**config.mk**
```make
export PLATFORM = sky130hd
export DESIGN_NAME = mul_result_stage
export DESIGN_NICKNAME = d
export VERILOG_FILES = /design/src/rtl/mul_result_stage.sv
export SDC_FILE = /design/constraint.sdc
export NUM_CORES = 1
export LEC_CHECK = 0
export ABC_AREA = 1
export CAP_MARGIN = 20
export CORE_UTILIZATION = 55
export DETAILED_ROUTE_END_ITERATION = 6
export PLACE_DENSITY = 0.83
export SKIP_LAST_GASP = 1
export SLEW_MARGIN = 20
export SYNTH_ARGS = -nofsm -noshare
export SYNTH_HDL_FRONTEND = slang
export SYNTH_SLANG_ARGS = --single-unit
```
**constraint.sdc**
```tcl
create_clock -name clk -period 2.3 [get_ports clk]
set_input_delay 0.46 -clock clk [delete_from_list [all_inputs] [get_ports clk]]
set_output_delay 0.46 -clock clk [all_outputs]
set_load 0.05 [all_outputs]
```
**src/rtl/mul_result_stage.sv**
```systemverilog
// Final multiply stage: registers the CSA tree's sum/carry pair, does the carry-propagate
// add, picks the low or high word and buffers results in a 2-entry queue toward writeback.
module mul_result_stage #(
  parameter int WORD_WIDTH            = 32,
  parameter int PARTIAL_PRODUCT_WIDTH = 2 * (WORD_WIDTH + 1),
  parameter int ROB_TAG_WIDTH         = 5,
  parameter int PREG_WIDTH            = 6
) (
  input  logic                             clk,
  input  logic                             rst_n,
  input  logic                             flush,
  input  logic                             in_valid,
  output logic                             in_ready,
  input  logic [PARTIAL_PRODUCT_WIDTH-1:0] mul_add_a,
  input  logic [PARTIAL_PRODUCT_WIDTH-1:0] mul_add_b,
  input  logic                             in_hi,
  input  logic [ROB_TAG_WIDTH-1:0]         in_rob_tag,
  input  logic [PREG_WIDTH-1:0]            in_preg,
  output logic                             out_valid,
  input  logic                             out_ready,
  output logic [WORD_WIDTH-1:0]            out_data,
  output logic [ROB_TAG_WIDTH-1:0]         out_rob_tag,
  output logic [PREG_WIDTH-1:0]            out_preg
);

  // Handshake: a transfer happens on a rising edge where valid && ready; valid must not
  // depend on ready, and the producer holds its payload stable until the transfer.

  logic                             s1_valid_q, s1_valid_d;
  logic [PARTIAL_PRODUCT_WIDTH-1:0] s1_a_q, s1_a_d;
  logic [PARTIAL_PRODUCT_WIDTH-1:0] s1_b_q, s1_b_d;
  logic                             s1_hi_q, s1_hi_d;
  logic [ROB_TAG_WIDTH-1:0]         s1_tag_q, s1_tag_d;
  logic [PREG_WIDTH-1:0]            s1_preg_q, s1_preg_d;

  logic [1:0][WORD_WIDTH-1:0]       q_data_q, q_data_d;
  logic [1:0][ROB_TAG_WIDTH-1:0]    q_tag_q, q_tag_d;
  logic [1:0][PREG_WIDTH-1:0]       q_preg_q, q_preg_d;
  logic                             wr_ptr_q, wr_ptr_d;
  logic                             rd_ptr_q, rd_ptr_d;
  logic [1:0]                       count_q, count_d;

  logic [PARTIAL_PRODUCT_WIDTH-1:0] sum;
  logic [WORD_WIDTH-1:0]            result;
  logic                             unused_sum_top;
  logic                             pop;
  logic                             drain;
  logic                             accept;

  // Carry out of the top bit and product bits above 63 are architecturally meaningless.
  assign sum            = s1_a_q + s1_b_q;
  assign result         = s1_hi_q ? sum[2*WORD_WIDTH-1:WORD_WIDTH] : sum[WORD_WIDTH-1:0];
  assign unused_sum_top = ^sum[PARTIAL_PRODUCT_WIDTH-1:2*WORD_WIDTH];

  assign out_valid = (count_q != 2'd0);
  assign pop       = out_valid && out_ready;
  assign drain     = s1_valid_q && ((count_q < 2'd2) || pop);
  assign in_ready  = !flush && (!s1_valid_q || drain);
  assign accept    = in_valid && in_ready;

  // Gating with out_valid keeps the result bus quiet while the queue is empty.
  assign out_data    = out_valid ? q_data_q[rd_ptr_q] : '0;
  assign out_rob_tag = out_valid ? q_tag_q[rd_ptr_q]  : '0;
  assign out_preg    = out_valid ? q_preg_q[rd_ptr_q] : '0;

  always_comb begin
    s1_valid_d = s1_valid_q;
    s1_a_d     = s1_a_q;
    s1_b_d     = s1_b_q;
    s1_hi_d    = s1_hi_q;
    s1_tag_d   = s1_tag_q;
    s1_preg_d  = s1_preg_q;
    q_data_d   = q_data_q;
    q_tag_d    = q_tag_q;
    q_preg_d   = q_preg_q;
    wr_ptr_d   = wr_ptr_q;
    rd_ptr_d   = rd_ptr_q;
    count_d    = count_q + {1'b0, drain} - {1'b0, pop};

    if (accept) begin
      s1_valid_d = 1'b1;
      s1_a_d     = mul_add_a;
      s1_b_d     = mul_add_b;
      s1_hi_d    = in_hi;
      s1_tag_d   = in_rob_tag;
      s1_preg_d  = in_preg;
    end else if (drain) begin
      s1_valid_d = 1'b0;
    end

    if (drain) begin
      q_data_d[wr_ptr_q] = result;
      q_tag_d[wr_ptr_q]  = s1_tag_q;
      q_preg_d[wr_ptr_q] = s1_preg_q;
      wr_ptr_d           = ~wr_ptr_q;
    end

    if (pop) begin
      rd_ptr_d = ~rd_ptr_q;
    end

    // Flush wins over every handshake in its cycle; a popped head is simply dropped.
    if (flush) begin
      s1_valid_d = 1'b0;
      count_d    = 2'd0;
      wr_ptr_d   = 1'b0;
      rd_ptr_d   = 1'b0;
    end
  end

  always_ff @(posedge clk or negedge rst_n) begin
    if (!rst_n) begin
      s1_valid_q <= 1'b0;
      s1_a_q     <= '0;
      s1_b_q     <= '0;
      s1_hi_q    <= 1'b0;
      s1_tag_q   <= '0;
      s1_preg_q  <= '0;
      q_data_q   <= '0;
      q_tag_q    <= '0;
      q_preg_q   <= '0;
      wr_ptr_q   <= 1'b0;
      rd_ptr_q   <= 1'b0;
      count_q    <= 2'd0;
    end else begin
      s1_valid_q <= s1_valid_d;
      s1_a_q     <= s1_a_d;
      s1_b_q     <= s1_b_d;
      s1_hi_q    <= s1_hi_d;
      s1_tag_q   <= s1_tag_d;
      s1_preg_q  <= s1_preg_d;
      q_data_q   <= q_data_d;
      q_tag_q    <= q_tag_d;
      q_preg_q   <= q_preg_d;
      wr_ptr_q   <= wr_ptr_d;
      rd_ptr_q   <= rd_ptr_d;
      count_q    <= count_d;
    end
  end

endmodule

```
After elaboration in Yosys (flattened, before gate mapping)
Cells that the tools add are included.
- logic and storage cells: 64
- memory bits (read-only): 0
- input port bits: 149
- bits in latches: 0
- memories kept: 0
- output and inout bits: 45
- memory bits (writable): 0
- register bits: 231
- $mul: 0
- add/subtract/negate cells: 3
- reduce and logical (&&, ||, !) cells: 13
- divide/modulo/power cells: 0
- $lt $le $gt $ge: 4
- bitwise logic cells: 2
- shift operators: 0
- muxes and demuxes: 27
- equality and inequality tests: 0
- operators by type and width (operator ; count):
    32-bit two-way mux ; 5
    64-bit adder ; 1
    64-bit bitwise mux ; 1
    32-bit demux with 1-bit select ; 1
    6-bit two-way mux ; 4
    5-bit two-way mux ; 4
    12-bit bitwise mux ; 1
    10-bit bitwise mux ; 1
    1-bit two-way mux ; 7
    6-bit demux with 1-bit select ; 1
    2-bit nonzero test ; 3
    5-bit demux with 1-bit select ; 1
    1-bit logical AND ; 5
    1-bit by 2-bit < comparator with 1-bit output, second input constant ; 2
    3-bit nonzero test ; 1
    2-bit by 1-bit adder with 2-bit output ; 1
    1-bit logical NOT ; 2
    1-bit logical OR ; 2
    2-bit < comparator, second input constant ; 1
    2-bit two-way mux ; 1
    1-bit NOT ; 2
    2-bit by 1-bit subtractor with 2-bit output ; 1
    1-bit >= comparator, second input constant ; 1

Logic depth before layout (Yosys ltp)
- depth in word-level cells: 9
- depth in mapped cells: 18
- depth with buffers taken out: 18

Worst setup path before layout
Ideal clock, no wire load.
- path kind: flip-flop to output port
- start point: reg count_q[1]
- end point: out out_preg[0]
- slack: -253 ps
- buffers on the path: 1
- stages on the path, launching flop included: 6
- arrival time: 2093 ps
- cell sequence: dfrtp_1 nor2_2 inv_2 clkbuf_1 o21ai_0 a21oi_1
- word-level cells in the longest chain between the ends: 2
- RTL lines (item ; line ; text):
    start, declared ; 41 ; logic [1:0] count_q, count_d;
    start signal, assigned ; 137 ; count_q <= count_d;
    2-bit nonzero test ; 55 ; assign out_valid = (count_q != 2'd0);
    named net out_valid ; 19 ; output logic out_valid,
    6-bit two-way mux ; 64 ; assign out_preg = out_valid ? q_preg_q[rd_ptr_q] : '0;
    end, declared ; 23 ; output logic [PREG_WIDTH-1:0] out_preg
The timed path passes the listed nets, and every way through them passes these cells.

Final worst setup path
- start point: reg s1_a_q[13]
- end point: reg q_data_q[43] (netlist name)
- word-level cells in the longest chain between the ends: 3
- RTL lines (item ; line ; text):
    start, declared ; 30 ; logic [PARTIAL_PRODUCT_WIDTH-1:0] s1_a_q, s1_a_d;
    start signal, assigned ; 114 ; s1_a_q <= '0;
    start signal, assigned ; 127 ; s1_a_q <= s1_a_d;
    64-bit adder ; 51 ; assign sum = s1_a_q + s1_b_q;
    32-bit two-way mux ; 52 ; assign result = s1_hi_q ? sum[2*WORD_WIDTH-1:WORD_WIDTH] : sum[WORD_WIDTH-1:0];
    64-bit bitwise mux ; 92 ; q_data_d[wr_ptr_q] = result;
    end signal, assigned ; 132 ; q_data_q <= q_data_d;
    end, declared ; 36 ; logic [1:0][WORD_WIDTH-1:0] q_data_q, q_data_d;
No other way between the ends.
A chain may end at the register's enable or synchronous reset.

==> results by group <==
Drt
  – Via/cell ratio: 5.37
  – Antenna Nets Post-Route: 0
  – Final WL: 50.0 mm
  – Vias: 15,500
  – Iteration count of the initial detailed-routing pass: 6
  – Iteration-0 DRC Markers: 1,364
  – Post-DR wirelength/cell: 17.3 um
  – Remaining DRCs: 0

Global route
  – Largest net degree at the start of global routing: 63
  – First-pass GRT wire length: 74.1 mm
  – Antenna violations before repair: 0
  – GR Util All Layers: 32.4%
  – Vias in the first global route: 14,700
  – Grt total ovfl: 0

Placed design
  – Placer Congestion: 0.967
  – Detailed placement HPWL: 35.3 mm
  – Placed cell area: 0.0189 mm2
  – Buffers on Ports: 189

Floorplanning
  – Ports: 194
  – Starting density of the core: 56.0%
  – Die area: 0.0290 mm2
  – Core footprint: 0.0278 mm2
  – Die Ht: 170 um
  – Die X: 170 um
  – FP Rows: 61

Worst hold path
  – Hold Path Class: reg -> reg
  – Hold Crit Depth: 2
  – Worst Hold Launch: q_tag_q[0]
  – Hold Path Sink: q_tag_q[0]

Yosys
  – Syn avg cell area: 7.15 um2
  – Syn Inst Count: 2,179
  – Number of enable flip-flop cells after synthesis: 0
  – Yosys warning count: 0
  – Synth Register Bits: 231
  – Seq/Total Area, Yosys: 37.1%
  – Count leader, synth: nand2_1
  – Number of unique standard cell types used by synthesis: 28
  – Most frequent cells after synthesis: 925 x nand2_1, 354 x inv_1, 231 x dfrtp_1
  – Async SR Flop Fraction: 100%
  – Share of the synthesized area in the top cell type: 37.1%
  – Synthesized area: 0.0156 mm2
  – Top_reg_cell synth: dfrtp_1
  – Mapped Nets: 2,394
  – Area leader, netlist: dfrtp_1
  – Synth area leaders: dfrtp_1 37%, nand2_1 22%, inv_1 8.5%

Clocking
  – Clk slew on worst S/H paths: 0.06 ns
  – Clock Root Buffer: clkbuf_16
  – Clock buffer depth: 3
  – H-tree levels: 1
  – CTS tree: yes
  – Worst-Skew Late Latency: 0.54 ns
  – Clock Sink Count: 231
  – CTS Buf Count: 24

Timing
  – RSZ-0062 raised after global routing: true
  – Pins over their slew limit: 0
  – Clock Skews: 0.00926 ns
  – Worst setup margin: -0.000734 ns
  – Setup Viol. Count Final: 1
  – Final-report hold violation count: 0
  – Final period util: 100%
  – Maximum clock frequency: 435 MHz
  – Worst relative slew slack: 62.3%
  – Min Hold Slack: 0.468 ns
  – Setup_tns: -0.000734 ns
  – Actual slew at the worst max-slew pin: 0.566 ns
  – Post-layout min period: 2.30 ns

Worst setup path
  – Slowest stage delay, CP: 0.44 ns
  – Critical path depth in cells: 16
  – Critical Path Start Type: flop
  – Worst r2r src: s1_a_q[13]
  – Register-to-Register Path Depth: 16
  – CP cell instances: ha_4 > nand2_2 > inv_1 > nand2_1 > nand2_2 > nand2_1 > nand2_2 > a21oi_2 > nand2_2 > nand2_1 > nand2_1 > nand2_1 > nand3_1 > nand2_2 > nand2_1 > nand2_1
  – Critical path required time: 2.77 ns
  – Crit Path Category: reg -> reg
  – Slowest CP cell: dfrtp_1
  – R2R Setup Slk: -0.0007 ns
  – Largest delay contributor family on the critical path: simple AND/OR/NAND/NOR gates
  – Worst Path Buf+Inv: 1
  – Crit. End Element: flop
  – Worst Path Arrival: 2.77 ns
  – R2r endpoint: q_data_q[43]
  – Top cell by count, worst path: nand2_1
  – Max FO, Critical Path: 4

Finish
  – Share of cells above drive strength 1: 26.0%
  – Fin util: 76.4%
  – Ant diodes: 0
  – Final Cell Area: 0.0212 mm2
  – Synth-to-layout area growth: 36.4%
  – Final net count: 2,707
  – # fillers: 1,954

Flow run
  – Max cap viols: 0

Pwr
  – Power Total: 0.0246 W
  – Worst VDD drop: 0.000593 V
  – Cell Pwr Density: 1160 mW/mm2
  – Leak: 11.2 nW

Status
  – Failing checks: setup timing
  – Run status: complete, but fails checks
## metal layers
layer | vias up | wire [um] | global-route usage (%)
met4 | 0 | 2030 | 11.2
met3 | 156 | 3420 | 4.84
met1 | 7304 | 19700 | 40.5
li1 | 7342 | - | -
met5 | - | 0 | 0
met2 | 710 | 24900 | 57.1
## cell families after synthesis
kind of cell | after synthesis | synth area share [%]
buf+inv | 410 | 10.5
fa+ha+maj | 66 | 5.35
flops | 231 | 37.1
mux | 139 | 12.2
simple gates | 1143 | 28.5
compound gates | 184 | 6.01
xor+xnor | 6 | 0.338
## cell type report
class / count / area, um2 / area share, %
clock inverters: 8 / 101 / 0.477
inverters: 358 / 1340 / 6.33
well taps: 378 / 473 / 2.23
multi-input cells: 1538 / 9610 / 45.2
repair buffers: 339 / 3210 / 15.1
flip-flops and latches: 231 / 5780 / 27.2
clock buffers: 35 / 722 / 3.40
## worst register-to-register path, delay by kind of cell (launching register included)
| kind | cells | cell delay [ns] |
|---|---|---|
| AND/OR/NAND/NOR | 13 | 1.28 |
| AO/OA/AOI/OAI | 1 | 0.15 |
| buffers and inverters | 1 | 0.06 |
| flip-flops | 1 | 0.44 |
| adder cells (fa/ha/maj) | 1 | 0.27 |
## report_power, final
part | switching [W] | internal, W
Clock | 0.00166 | 0.00240
Combinational | 0.00868 | 0.00564
Sequential | 0.000953 | 0.00530
Total | 0.0113 | 0.0133
## metrics by stage
step | setup WS [ns] | cells
3_3_place_gp | -0.122 | 2831
5_1_grt | -0.0958 | 2887
4_1_cts | -0.00273 | 2876
3_5_place_dp | -0.160 | 2831
2_1_floorplan | 0.00460 | 2179
6_report | -0.000734 | 2887
## worst max-delay path by stage
stage | slack (ns) | end | start
final | -0.0007 | q_data_q[43] | s1_a_q[13]
after floorplan | 0.005 | out_preg[0] | count_q[1]
after global routing | -0.1 | q_data_q[37] | s1_b_q[15]
after CTS | -0.003 | q_data_q[13] | s1_a_q[1]
after global placement | -0.12 | q_data_q[7] | s1_a_q[19]
after detailed placement | -0.16 | q_data_q[7] | s1_a_q[10]
## cells in the final DEF (no fill, tap or decap), types with 15 or more instances in the layout
master           count
a21oi_1             77
buf_4              167
nor2_1              64
buf_12              22
clkdlybuf4s50_1    143
nand3_1             61
nand2_2             80
clkbuf_16           24
inv_1              348
ha_4                50
a21oi_2             38
nand3_2             15
nand2_1            837
nor2_2              39
dfrtp_1            230
mux2_4              88
o21ai_0             53
mux2_2              51
## sequential cells by signal (all words and copies together) (netlist names)
signal	count
count_q	2
q_data_q	64
q_preg_q	12
q_tag_q	10
rd_ptr_q	1
s1_a_q	64
s1_b_q	64
s1_hi_q	1
s1_preg_q	6
s1_tag_q	5
s1_valid_q	1
wr_ptr_q	1
## timing repair
| action | in CTS | in global routing |
|---|---|---|
| pin swaps | 2 | 57 |
| hold buffers | 1 | 0 |
| resized for setup | 40 | 278 |
| setup endpoints to repair | 78 | 91 |
| hold endpoints to repair | 52 | 0 |
| setup buffers | 1 | 12 |
Note: power is estimated with default switching activity, not from simulation.
